### config.mk
export PLATFORM = sky130hd
export DESIGN_NAME = cdc_handshake_tx_flat
export DESIGN_NICKNAME = d
export VERILOG_FILES = /design/src/rtl/cdc_handshake_tx_if.sv /design/src/rtl/cdc_handshake_tx.sv /design/src/flat_wrapper.sv
export SDC_FILE = /design/constraint.sdc
export NUM_CORES = 1
export LEC_CHECK = 0
export ABC_AREA = 1
export BUFFER_PORTS_ARGS = -buffer_cell sky130_fd_sc_hd__buf_4
export CAP_MARGIN = 30
export CORE_MARGIN = 5
export CORE_UTILIZATION = 45
export CTS_BUF_LIST = sky130_fd_sc_hd__clkbuf_2 sky130_fd_sc_hd__clkbuf_4 sky130_fd_sc_hd__clkbuf_8
export CTS_CLUSTER_DIAMETER = 80
export CTS_CLUSTER_SIZE = 24
export DETAILED_ROUTE_END_ITERATION = 10
export HOLD_SLACK_MARGIN = 0.06
export PLACE_DENSITY = 0.66
export SLEW_MARGIN = 20
export SYNTH_ARGS = -nofsm -noshare
export SYNTH_HDL_FRONTEND = slang
export SYNTH_SLANG_ARGS = --single-unit
### constraint.sdc
create_clock -name clk -period 2.1 [get_ports clk]
set_input_delay 0.21 -clock clk [delete_from_list [all_inputs] [get_ports clk]]
set_output_delay 0.21 -clock clk [all_outputs]
set_load 0.005 [all_outputs]
### src/rtl/cdc_handshake_tx_if.sv
// rtl/cdc_handshake_tx_if.sv - local valid/ready and far-side req/ack signals of cdc_handshake_tx
interface cdc_handshake_tx_if #(
  parameter int DATA_WIDTH = 8
);
  logic                  in_valid;
  logic [DATA_WIDTH-1:0] in_data;
  logic                  in_ready;
  logic                  req;
  logic [DATA_WIDTH-1:0] data_out;
  logic                  ack;
  logic                  busy;
  logic                  timeout_err;

  // master: local producer plus far-side acknowledger; slave: the handshake initiator
  modport master (
    output in_valid, in_data, ack,
    input  in_ready, req, data_out, busy, timeout_err
  );

  modport slave (
    input  in_valid, in_data, ack,
    output in_ready, req, data_out, busy, timeout_err
  );
endinterface

### src/rtl/cdc_handshake_tx.sv
// rtl/cdc_handshake_tx.sv - source side of a 4-phase req/ack word transfer into another clock domain
module cdc_handshake_tx #(
  parameter int DATA_WIDTH  = 8,
  parameter int SYNC_STAGES = 3,
  parameter int TIMEOUT     = 255
) (
  input  logic                clk,
  input  logic                rst,
  cdc_handshake_tx_if.slave   bus
);

  typedef enum logic [1:0] {
    IDLE     = 2'd0,
    REQ_HIGH = 2'd1,
    ACK_LOW  = 2'd2
  } state_t;

  localparam bit          TMO_EN   = (TIMEOUT != 0);
  localparam logic [15:0] TMO_LAST = (TIMEOUT == 0) ? 16'd0 : 16'(TIMEOUT - 1);

  state_t                state_q, state_d;
  logic                  req_q, req_d;
  logic [DATA_WIDTH-1:0] data_q, data_d;
  logic [15:0]           cnt_q, cnt_d;
  logic                  err_q, err_d;
  logic [SYNC_STAGES-1:0] ack_sync;
  logic                  ack_s;
  logic                  in_ready;
  logic                  accept;

  // ack is asynchronous; only the last flop of the chain is trusted
  always_ff @(posedge clk) begin
    if (rst) begin
      ack_sync <= '0;
    end else begin
      ack_sync <= {ack_sync[SYNC_STAGES-2:0], bus.ack};
    end
  end

  assign ack_s    = ack_sync[SYNC_STAGES-1];
  assign in_ready = (state_q == IDLE) && !ack_s && !rst;
  assign accept   = bus.in_valid && in_ready;

  always_ff @(posedge clk) begin
    if (rst) begin
      state_q <= IDLE;
      req_q   <= 1'b0;
      data_q  <= '0;
      cnt_q   <= 16'd0;
      err_q   <= 1'b0;
    end else begin
      state_q <= state_d;
      req_q   <= req_d;
      data_q  <= data_d;
      cnt_q   <= cnt_d;
      err_q   <= err_d;
    end
  end

  always_comb begin
    state_d = state_q;
    req_d   = req_q;
    data_d  = data_q;
    cnt_d   = cnt_q;
    err_d   = err_q;
    unique case (state_q)
      IDLE: begin
        if (accept) begin
          data_d  = bus.in_data;
          req_d   = 1'b1;
          cnt_d   = 16'd0;
          state_d = REQ_HIGH;
        end
      end
      REQ_HIGH: begin
        // ack beats a timeout landing on the same cycle
        if (ack_s) begin
          req_d   = 1'b0;
          cnt_d   = 16'd0;
          state_d = ACK_LOW;
        end else if (TMO_EN && (cnt_q == TMO_LAST)) begin
          err_d   = 1'b1;
          req_d   = 1'b0;
          cnt_d   = 16'd0;
          state_d = ACK_LOW;
        end else begin
          cnt_d = cnt_q + 16'd1;
        end
      end
      ACK_LOW: begin
        // a stuck-high ack flags the error but the FSM still waits for it to fall
        if (!ack_s) begin
          state_d = IDLE;
        end else if (TMO_EN) begin
          if (cnt_q == TMO_LAST) begin
            err_d = 1'b1;
          end else begin
            cnt_d = cnt_q + 16'd1;
          end
        end
      end
      default: begin
        state_d = IDLE;
        req_d   = 1'b0;
      end
    endcase
  end

  assign bus.in_ready    = in_ready;
  assign bus.req         = req_q;
  assign bus.data_out    = data_q;
  assign bus.busy        = (state_q != IDLE);
  assign bus.timeout_err = err_q;

endmodule

### src/flat_wrapper.sv
// flat-port wrapper written by rule: the top's interface ports become plain ports
module cdc_handshake_tx_flat 
#(
  parameter int DATA_WIDTH  = 8,
  parameter int SYNC_STAGES = 3,
  parameter int TIMEOUT     = 255
)
  (clk, rst, bus_in_valid, bus_in_data, bus_ack, bus_in_ready, bus_req, bus_data_out, bus_busy, bus_timeout_err);
  cdc_handshake_tx_if #(.DATA_WIDTH(DATA_WIDTH)) bus_i ();
  input  logic clk;
  input  logic rst;
  input wire logic [$bits(bus_i.in_valid)-1:0] bus_in_valid;
  input wire logic [$bits(bus_i.in_data)-1:0] bus_in_data;
  input wire logic [$bits(bus_i.ack)-1:0] bus_ack;
  output wire logic [$bits(bus_i.in_ready)-1:0] bus_in_ready;
  output wire logic [$bits(bus_i.req)-1:0] bus_req;
  output wire logic [$bits(bus_i.data_out)-1:0] bus_data_out;
  output wire logic [$bits(bus_i.busy)-1:0] bus_busy;
  output wire logic [$bits(bus_i.timeout_err)-1:0] bus_timeout_err;
  assign bus_i.in_valid = bus_in_valid;
  assign bus_i.in_data = bus_in_data;
  assign bus_i.ack = bus_ack;
  assign bus_in_ready = bus_i.in_ready;
  assign bus_req = bus_i.req;
  assign bus_data_out = bus_i.data_out;
  assign bus_busy = bus_i.busy;
  assign bus_timeout_err = bus_i.timeout_err;
  cdc_handshake_tx #(.DATA_WIDTH(DATA_WIDTH), .SYNC_STAGES(SYNC_STAGES), .TIMEOUT(TIMEOUT)) u_core (.clk(clk), .rst(rst), .bus(bus_i));
endmodule
==> impl_metrics.py <==
metrics = {
    "sta": {
        "setup_viol": 0,
        "fin_skew_ns": 0.00384,
        "slew_violations": 0,
        "relSlewSlack_pct": 79.0,
        "max_freq_ghz": 0.535,
        "setup_ws_ns": 0.231,
        "rsz0062_at_grt": "false",
        "fin_crit_sh_pct": 89.0,
        "tns_ns": 0,
        "fin_crit_ns": 1.87,
        "whs_ns": 0.126,
        "hold_violations": 0,
        "tightestPinTransition_ns": 0.315,
    },
    "cells_and_area": {
        "n_antenna_cell": 0,
        "nets": 301,
        "drive_gt1_share_pct": 15.5,
        "final_area_mm2": 0.00204,
        "area_delta_synth_final_pct": 19.0,
    },
    "detailed_routing": {
        "drc_errors": 0,
        "wl_mm": 3.86,
        "num_vias": 1642,
        "first_pass_iters": 4,
        "wl_per_cell_um": 11.7,
        "drtIter0Drc": 157,
        "ant_nets": 0,
        "viasPerCell": 4.96,
    },
    "clock_tree": {
        "htree_levels": 2,
        "cts_hold_buf": 0,
        "root_buffer": "clkbuf_8",
        "cts_made_buffers": 5,
        "cts_tree": "built",
        "clkTransAtPathRegs_ns": 0.07,
        "clockBufferDepth": 2,
        "clk_latency_ns": 0.28,
        "clock-sinks": 31,
        "cts_setup_buffers": 0,
    },
    "global_route": {
        "overflow": 0,
        "grt.total_usage_pct": 16.6,
        "antenna_found_initial": 0,
        "grt_pass1_wl_mm": 6.76,
        "grt_pass1_vias": 1501,
        "grt_max_degree": 19,
    },
    "power_and_ir_drop": {
        "comb_power_share_pct": 39.4,
        "finalPower_mw": 2.16,
        "peakVddDrop_uv": 514,
        "switching_share_pct": 38.6,
        "pwr-share-clk_pct": 28.4,
        "sequentialPowerShare_pct": 32.2,
        "p_sw_mw": 0.833,
        "p_leak_nw": 0.898,
        "powerDensity_mw_per_mm2": 1060,
        "p_int_mw": 1.33,
    },
    "yosys": {
        "ys_warn_count": 0,
        "ys_ff_latch": 31,
        "synthCells": 255,
        "syn-num-nets": 274,
        "ys_seq_area_share_pct": 36.2,
        "avgSynthCellArea_um2": 6.72,
        "synthDistinctLibCells": 26,
        "netlist_area_mm2": 0.00171,
    },
    "flow_run": {
        "drv_cap": 0,
    },
    "critical_path": {
        "cp.arrival_ns": 2.08,
        "crit_type": "reg2reg",
        "end_kind": "register",
        "critPathRequiredTime_ns": 2.32,
        "cp_max_fo": 15,
        "startpoint_type": "register",
    },
    "outcome": {
        "status": "complete, no violations",
    },
    "die": {
        "pin_count": 24,
        "dieArea_mm2": 0.00514,
        "die_h_um": 71.7,
        "die_w_um": 71.7,
        "start_util_pct": 46.5,
        "core_area_mm2": 0.00369,
        "num_rows": 22,
    },
    "placed_design": {
        "port_buffers": 23,
        "dp_hpwl_mm": 2.86,
        "gp_congestion": 0.813,
        "dp_worst_setup_slack_ns": 0.210,
        "place_area_mm2": 0.00192,
    },
    "hold_path": {
        "holdCritPathClass": "in2reg",
    },
}
## synthesized netlist by cell type
library cell,instances,area share [%]
buf_6,3,2.0
buf_2,1,0.29
nor2_2,1,0.37
o22ai_1,1,0.37
nor2_4,1,0.66
nand3_4,1,1.0
xor2_1,1,0.51
nand3_1,21,6.1
buf_1,1,0.22
nand4_4,1,1.2
clkinv_1,1,0.22
ha_1,7,5.1
inv_2,1,0.22
nand2_1,56,12
nand2_4,1,0.66
nand4_1,4,1.5
o21ai_0,14,4.1
inv_1,33,7.2
a21oi_4,1,0.95
inv_4,1,0.37
nor2_1,52,11
nand2_2,3,1.1
dfxtp_1,31,36
a21oi_1,10,2.9
nor3_1,3,0.88
o21bai_1,5,2.2
## sequential cells by signal, indices dropped and copies added (netlist names)
register                cells
u_core.ack_sync             3
u_core.bus.data_out         8
u_core.bus.req              1
u_core.bus.timeout_err      1
u_core.cnt_q               16
u_core.state_q              2
## stage by stage
stage,std cells,util (%)
6_report,331,55.3
3_3_place_gp,323,52.0
4_1_cts,331,55.2
3_5_place_dp,323,52.0
2_1_floorplan,255,-
5_1_grt,331,55.3
## final cells by class
class | count | area (um2)
Sequential cell | 31 | 621
Clock buffer | 6 | 82.6
Clock inverter | 2 | 35.0
Inverter | 36 | 140
Timing Repair Buffer | 25 | 188
Tap cell | 48 | 60.1
Fill cell | 376 | 1650
Multi-Input combinational cell | 183 | 913
## power by group through the flow
stage	Clock, mW	Sequential, mW	Combinational (mW)
2_1_floorplan	0	0.706	0.665
3_3_place_gp	0	0.708	0.838
3_5_place_dp	0	0.711	0.840
4_1_cts	0.626	0.696	0.846
5_1_grt	0.662	0.709	0.967
6_report	0.614	0.695	0.851
## placed cells by master (no fill, tap or decap), types with 2 or more instances in the layout
master    synthesis  final
a21oi_1          10     10
buf_4             0     25
clkbuf_8          0      6
dfxtp_1          31     31
ha_1              7      7
inv_1            33     33
inv_4             1      2
nand2_1          56     56
nand2_2           3      3
nand3_1          21     21
nand4_1           4      4
nor2_1           52     52
nor3_1            3      3
o21ai_0          14     14
o21bai_1          5      5
## cell families after synthesis
family          synth area share [%]
simple gates                    37.2
buf+inv                         10.5
compound gates                  10.5
flops                           36.2
fa+ha+maj                       5.11
xor+xnor                       0.511
## final timing paths
| kind | cells past startpoint | slack, ns | end | startpoint |
|---|---|---|---|---|
| worst max-delay path | 9 | 0.23 | u_core.cnt_q[14] | u_core.state_q[0] |
| worst min-delay path | 3 | 0.13 | u_core.ack_sync[0] | bus_ack |
| worst max register to register | 9 | 0.23 | u_core.cnt_q[14] | u_core.state_q[0] |
| worst min register to register | 2 | 0.40 | u_core.ack_sync[2] | u_core.ack_sync[1] |
## per-layer routing
| metal | track usage [%] | share of wire [%] | vias to the layer above |
|---|---|---|---|
| met5 | 0 | 0 | - |
| met4 | 6.68 | 2.1 | 0 |
| met3 | 5.33 | 5.7 | 7 |
| met2 | 26.5 | 48 | 43 |
| met1 | 20.6 | 44 | 739 |
| li1 | - | - | 853 |
## worst max-delay path: stages (launching register included)
cell and delay (ns):
dfxtp_1 0.35, inv_1 0.09, ha_1 0.27, inv_1 0.12, o21bai_1 0.10, a21oi_4 0.19, nand2_4 0.16, nor2_1 0.25
nand3_1 0.11, a21oi_1 0.13
## what timing repair did
item,4_1_cts,5_1_grt
hold endpoints to repair,0,0
resized for setup,0,1
setup endpoints to repair,0,2
Power figures use the tool's default switching activity.
